==> src/rtl/alu_ctrl_pkg.sv <==
// Shared constants for the ALU control decoder: CTRL codes, function-field
// values, AluOp classes and the multi-cycle sequencer state type.
package alu_ctrl_pkg;

  localparam logic [2:0] CTRL_ADD = 3'd0;
  localparam logic [2:0] CTRL_SUB = 3'd1;
  localparam logic [2:0] CTRL_AND = 3'd2;
  localparam logic [2:0] CTRL_OR  = 3'd3;
  localparam logic [2:0] CTRL_SLT = 3'd4;
  localparam logic [2:0] CTRL_XOR = 3'd5;
  localparam logic [2:0] CTRL_MUL = 3'd6;
  localparam logic [2:0] CTRL_DIV = 3'd7;

  localparam logic [3:0] FUN_AND = 4'b0000;
  localparam logic [3:0] FUN_OR  = 4'b0001;
  localparam logic [3:0] FUN_ADD = 4'b0010;
  localparam logic [3:0] FUN_XOR = 4'b0011;
  localparam logic [3:0] FUN_SUB = 4'b0110;
  localparam logic [3:0] FUN_SLT = 4'b0111;
  localparam logic [3:0] FUN_MUL = 4'b1000;
  localparam logic [3:0] FUN_DIV = 4'b1001;

  localparam logic [1:0] ALUOP_ADD = 2'b00;
  localparam logic [1:0] ALUOP_SUB = 2'b01;
  localparam logic [1:0] ALUOP_FUN = 2'b10;
  localparam logic [1:0] ALUOP_IMM = 2'b11;

  typedef enum logic [1:0] {
    ST_IDLE = 2'd0,
    ST_RUN  = 2'd1,
    ST_DONE = 2'd2
  } mc_state_t;

endpackage

==> src/rtl/alu_ctrl_dec.sv <==
// Combinational decode of {AluOp, AluFun} into an ALU control code, an
// illegal flag, and multi-cycle classification (lat_sel: 0 = MUL, 1 = DIV).
module alu_ctrl_dec
  import alu_ctrl_pkg::*;
#(
  parameter int FUN_W = 4
) (
  input  logic [1:0]       alu_op,
  input  logic [FUN_W-1:0] alu_fun,
  output logic [2:0]       ctrl,
  output logic             illegal,
  output logic             is_mc,
  output logic             lat_sel
);

  // Padding lets the upper-bit check and the 4-bit field work for any FUN_W.
  logic [FUN_W+3:0] fun_ext;
  logic [3:0]       fun4;
  logic             upper_nz;

  assign fun_ext  = {4'b0000, alu_fun};
  assign fun4     = fun_ext[3:0];
  assign upper_nz = |(fun_ext >> 4);

  always_comb begin
    ctrl    = CTRL_ADD;
    illegal = 1'b0;
    is_mc   = 1'b0;
    lat_sel = 1'b0;
    case (alu_op)
      ALUOP_ADD: ctrl = CTRL_ADD;
      ALUOP_SUB: ctrl = CTRL_SUB;
      ALUOP_FUN: begin
        if (upper_nz) begin
          illegal = 1'b1;
        end else begin
          case (fun4)
            FUN_AND: ctrl = CTRL_AND;
            FUN_OR:  ctrl = CTRL_OR;
            FUN_ADD: ctrl = CTRL_ADD;
            FUN_XOR: ctrl = CTRL_XOR;
            FUN_SUB: ctrl = CTRL_SUB;
            FUN_SLT: ctrl = CTRL_SLT;
            FUN_MUL: begin ctrl = CTRL_MUL; is_mc = 1'b1; end
            FUN_DIV: begin ctrl = CTRL_DIV; is_mc = 1'b1; lat_sel = 1'b1; end
            default: illegal = 1'b1;
          endcase
        end
      end
      default: begin
        case (fun4[1:0])
          2'b00:   ctrl = CTRL_AND;
          2'b01:   ctrl = CTRL_OR;
          2'b10:   ctrl = CTRL_XOR;
          default: ctrl = CTRL_SLT;
        endcase
      end
    endcase
  end

endmodule

==> src/rtl/alu_ctrl_mc.sv <==
// Registered ALU control decode at ID/EX with a MUL/DIV occupancy sequencer
// that raises a stall request for the op's latency.
//   state | meaning
//   IDLE  | no multi-cycle op in EX
//   RUN   | MUL/DIV executing, mc_busy asserted, counter running down
//   DONE  | final EX cycle of MUL/DIV, mc_done asserted, new capture allowed
module alu_ctrl_mc
  import alu_ctrl_pkg::*;
#(
  parameter int FUN_W   = 4,
  parameter int CTRL_W  = 3,
  parameter int MUL_LAT = 3,
  parameter int DIV_LAT = 8
) (
  input  logic              CLK,
  input  logic              RST,
  input  logic [1:0]        AluOp,
  input  logic [FUN_W-1:0]  AluFun,
  input  logic              in_valid,
  input  logic              flush,
  input  logic              ex_stall,
  output logic [CTRL_W-1:0] CTRL_OP,
  output logic              ctrl_valid,
  output logic              illegal,
  output logic              mc_busy,
  output logic              mc_done
);

  localparam int MAX_LAT = (MUL_LAT > DIV_LAT) ? MUL_LAT : DIV_LAT;
  localparam int CNT_W   = (MAX_LAT > 2) ? $clog2(MAX_LAT) : 1;
  localparam logic [CNT_W-1:0] MUL_CNT = CNT_W'(MUL_LAT - 2);
  localparam logic [CNT_W-1:0] DIV_CNT = CNT_W'(DIV_LAT - 2);

  logic [2:0]       dec_ctrl;
  logic             dec_illegal;
  logic             dec_is_mc;
  logic             dec_lat_sel;
  mc_state_t        state, state_nxt;
  logic [CNT_W-1:0] cnt, cnt_nxt;
  logic             capture;
  logic             start;
  logic [CNT_W-1:0] load_cnt;
  logic             load_done;

  alu_ctrl_dec #(.FUN_W(FUN_W)) u_dec (
    .alu_op  (AluOp),
    .alu_fun (AluFun),
    .ctrl    (dec_ctrl),
    .illegal (dec_illegal),
    .is_mc   (dec_is_mc),
    .lat_sel (dec_lat_sel)
  );

  assign capture   = in_valid & (state != ST_RUN) & ~ex_stall;
  assign start     = capture & dec_is_mc & ~dec_illegal;
  assign load_cnt  = dec_lat_sel ? DIV_CNT : MUL_CNT;
  // A two-cycle op has no RUN phase: straight to DONE.
  assign load_done = dec_lat_sel ? (DIV_LAT == 2) : (MUL_LAT == 2);

  always_ff @(posedge CLK or negedge RST) begin
    if (!RST) begin
      state <= ST_IDLE;
      cnt   <= '0;
    end else begin
      state <= state_nxt;
      cnt   <= cnt_nxt;
    end
  end

  always_comb begin
    state_nxt = state;
    cnt_nxt   = cnt;
    if (flush) begin
      state_nxt = ST_IDLE;
      cnt_nxt   = '0;
    end else if (!ex_stall) begin
      case (state)
        ST_RUN: begin
          if (cnt == '0) state_nxt = ST_DONE;
          else           cnt_nxt   = cnt - 1'b1;
        end
        default: begin
          if (start) begin
            state_nxt = load_done ? ST_DONE : ST_RUN;
            cnt_nxt   = load_done ? '0 : load_cnt;
          end else begin
            state_nxt = ST_IDLE;
          end
        end
      endcase
    end
  end

  always_comb begin
    mc_busy = (state == ST_RUN);
    mc_done = (state == ST_DONE);
  end

  // CTRL_OP holds through a multi-cycle op because capture is blocked in RUN.
  always_ff @(posedge CLK or negedge RST) begin
    if (!RST) begin
      CTRL_OP    <= '0;
      ctrl_valid <= 1'b0;
      illegal    <= 1'b0;
    end else if (flush) begin
      ctrl_valid <= 1'b0;
      illegal    <= 1'b0;
    end else if (!ex_stall) begin
      if (capture) begin
        CTRL_OP    <= CTRL_W'(dec_ctrl);
        ctrl_valid <= 1'b1;
        illegal    <= dec_illegal;
      end else if (state != ST_RUN) begin
        ctrl_valid <= 1'b0;
        illegal    <= 1'b0;
      end
    end
  end

endmodule

==> config.mk <==
export PLATFORM = sky130hd
export DESIGN_NAME = alu_ctrl_mc
export DESIGN_NICKNAME = d
export VERILOG_FILES = /design/src/rtl/alu_ctrl_pkg.sv /design/src/rtl/alu_ctrl_dec.sv /design/src/rtl/alu_ctrl_mc.sv
export SDC_FILE = /design/constraint.sdc
export NUM_CORES = 1
export LEC_CHECK = 0
export BUFFER_PORTS_ARGS = -buffer_cell sky130_fd_sc_hd__buf_2
export CAP_MARGIN = 20
export CORE_UTILIZATION = 55
export DETAILED_ROUTE_END_ITERATION = 8
export GPL_TIMING_DRIVEN = 0
export PLACE_DENSITY = 0.84
export SETUP_SLACK_MARGIN = 0.05
export SLEW_MARGIN = 10
export SYNTH_ARGS = -nofsm -noshare
export SYNTH_HDL_FRONTEND = slang
export SYNTH_SLANG_ARGS = --single-unit
==> constraint.sdc <==
create_clock -name CLK -period 2.77 [get_ports CLK]
set_input_delay 0.6925 -clock CLK [delete_from_list [all_inputs] [get_ports CLK]]
set_output_delay 0.6925 -clock CLK [all_outputs]
set_load 0.01 [all_outputs]
==> flow_summary.yaml <==
status:
  outcome: "completed"
drt:
  viasPerCell: 6.15
  routedWlPerCell_um: 14.6
  finalWirelength_mm: 1.69
  vias: 713
  firstDrtPassIters: 4
  drt_iter0_drc: 36
  postRouteAntennaNets: 0
  drc_errors: 0
sta:
  fin_hold_ws_ns: 0.280
  post-route-min-period_ns: 1.90
  fmaxAchievable_ghz: 0.527
  hold_violations: 0
  fin_skew_ns: 0.000509
  setup-tns-final_ns: 0
  finalCritPeriodShare: 0.685
  setup_viol: 0
  slew_headroom: 0.689
  maxSlewViolCount: 0
  worst_pin_slew_ns: 0.460
  rsz0062_at_grt: "false"
die:
  start_util: 0.632
  die_y_um: 38.9
  io_pins: 18
  rows: 12
  die_area_um2: 1510
  fp.coreArea_um2: 1190
  dieWidth_um: 38.9
finish:
  final_common_cell: "buf_2"
  ff_latch_area_um2: 250
  layout_common_cells: "buf_2 (17), dfrtp_1 (10), inv_1 (8)"
  layout-drive-gt1-share: 0.304
  diodes: 0
  fin_util: 0.745
  multi_input_area_um2: 454
  area_growth_pct: 17.9
  fin_nets: 120
  nFillCells: 97
synthesis:
  netlist_top_cells_area: "dfrtp_1 (33%), ha_1 (10%), a21oi_1 (4.0%)"
  synth_seq_area_share: 0.334
  yosys_warnings: 0
  yosysTopAreaCellShare: 0.334
  ys_types: 35
  synth_fp_nets: 99
  synthCells: 82
  yosysTopAreaCell: "dfrtp_1"
  syn_area_um2: 749
  ys_ff_latch: 10
  synth_area_per_cell_um2: 9.14
global_route:
  antenna_found_initial: 0
  grt_pass1_wl_mm: 2.70
  grt_max_degree: 11
  grt_use_total: 0.272
  overflow: 0
  grt_pass1_vias: 623
clock_tree:
  clkLatencyLatePin_ns: 0.27
  tritoncts: "done"
  cts_sinks: 10
  clock-root-buffer: "clkbuf_4"
  cts_hold_buf: 0
  cts_resized: 0
  cts_buffers: 3
  path_clk_slew_ns: 0.07
  cts.path.max_buffers: 2
  htree_levels: 1
  postCtsSetupBuffers: 0
placement:
  hpwl_mm: 1.27
  gp_congestion: 0.795
  port_buffers: 16
worst_setup_path:
  worstReg2RegStart: "cnt[0]"
  setup.worst_path.end_class: "flop"
  crit_family: "simple AND/OR/NAND/NOR gates"
  r2r_end: "cnt[0]"
  path_cells: "buf_2 -> inv_1 -> ha_1 -> nor2_2 -> nor2_1 -> o311a_1 -> mux2_2"
  ff2ff_setup_slack_ns: 1.16
  slowest_stage: "o311a_1"
  reg2reg_depth: 7
  max_stage_delay_ns: 0.29
  critPathLaunchType: "input pin"
  arrival_ns: 2.05
  path_class: "input pin to flop"
  path_buf_inv: 2
  cp.required_ns: 2.93
  critPathMaxFanout: 5
power:
  leakagePower_nw: 0.407
  ir_drop_v: 0.000364
  power_density_nw_per_um2: 411
min_path:
  hold_path.class: "input pin to asynchronous set/reset pin"
job:
  drv_cap: 0
sequential cells by signal, indices dropped and copies added, names as in the netlist:
| register | cells |
|---|---|
| ctrl_valid | 1 |
| state | 2 |
| illegal | 1 |
| cnt | 3 |
| CTRL_OP | 3 |
power by group:
part	internal, mW	leakage [nW]	switching, mW
clock	0.0799	0.0210	0.0530
combinational	0.0300	0.252	0.0423
sequential	0.154	0.135	0.00388
area by class of cell:
cell class | instances | area share
Buffer | 2 | 0.00992
Clock buffer | 4 | 0.0411
Inverter | 9 | 0.0411
Multi-Input combinational cell | 61 | 0.514
Sequential cell | 10 | 0.283
Tap cell | 14 | 0.0198
Timing Repair Buffer | 16 | 0.0907
synthesized netlist by cell type:
cell type and instances:
nor3_1 1, nor3b_1 1, a31oi_1 1, o31a_1 1
and2_1 1, a41oi_1 2, o21bai_1 1, inv_1 8
o22a_1 1, ha_1 6, buf_2 1, or2_2 1
mux2_2 1, dfrtp_1 10, o311a_1 1, nor2_2 1
o21ai_0 6, nand2b_2 1, nor4b_4 1, o22ai_1 1
or3_1 1, inv_4 1, nor2b_1 4, nor2_1 6
o2111ai_1 1, nand2_1 6, nand3b_1 2, nor4_4 1
o22a_2 1, o311ai_0 1, o21ba_2 1, clkbuf_1 1
a211oi_1 2, nand2b_4 1, a21oi_1 6
layer usage:
| metal | global-route usage | up-vias | share of wire | wire [um] |
|---|---|---|---|---|
| met4 | 0.129 | 0 | 0.018 | 31 |
| met5 | 0 | - | 0 | 0 |
| met1 | 0.349 | 344 | 0.47 | 797 |
| met3 | 0.0347 | 5 | 0.051 | 86 |
| li1 | - | 336 | - | - |
| met2 | 0.446 | 28 | 0.46 | 776 |
cell families (layout without fill, tap and decap cells):
kind of cell / Yosys count / in the layout / share of synthesized area
simple gates: 28 / 28 / 0.254
compound gates: 26 / 26 / 0.237
buf+inv: 11 / 31 / 0.0601
flops: 10 / 10 / 0.334
fa+ha+maj: 6 / 6 / 0.100
mux: 1 / 1 / 0.0150
worst register-to-register path, delay by kind of cell, from the launching register on:
family,cells,cell delay (ns)
buffers and inverters,1,0.06
adders and majority gates,2,0.40
DFF,1,0.40
AOI/OAI and AO/OA,3,0.36
and+or+nand+nor,1,0.31
worst max path at each step:
stage / start / cells past startpoint / slack (ns) / endpoint
3_5_place_dp: AluFun[1] / 7 / 0.60 / CTRL_OP[2]
6_report: AluFun[1] / 7 / 0.87 / CTRL_OP[2]
3_3_place_gp: AluFun[1] / 7 / 0.65 / CTRL_OP[2]
5_1_grt: AluFun[1] / 7 / 0.81 / CTRL_OP[2]
2_1_floorplan: AluFun[1] / 6 / 0.90 / CTRL_OP[2]
4_1_cts: AluFun[1] / 7 / 0.88 / CTRL_OP[2]
metrics by stage:
step	setup WS, ns	instance area [um2]	cells	power, mW
3_5_place_dp	0.602	847	112	0.232
2_1_floorplan	0.895	749	82	0.202
6_report	0.872	883	116	0.363
5_1_grt	0.809	883	116	0.380
3_3_place_gp	0.654	847	112	0.230
4_1_cts	0.881	883	116	0.365
(Power assumes the default switching activity.)
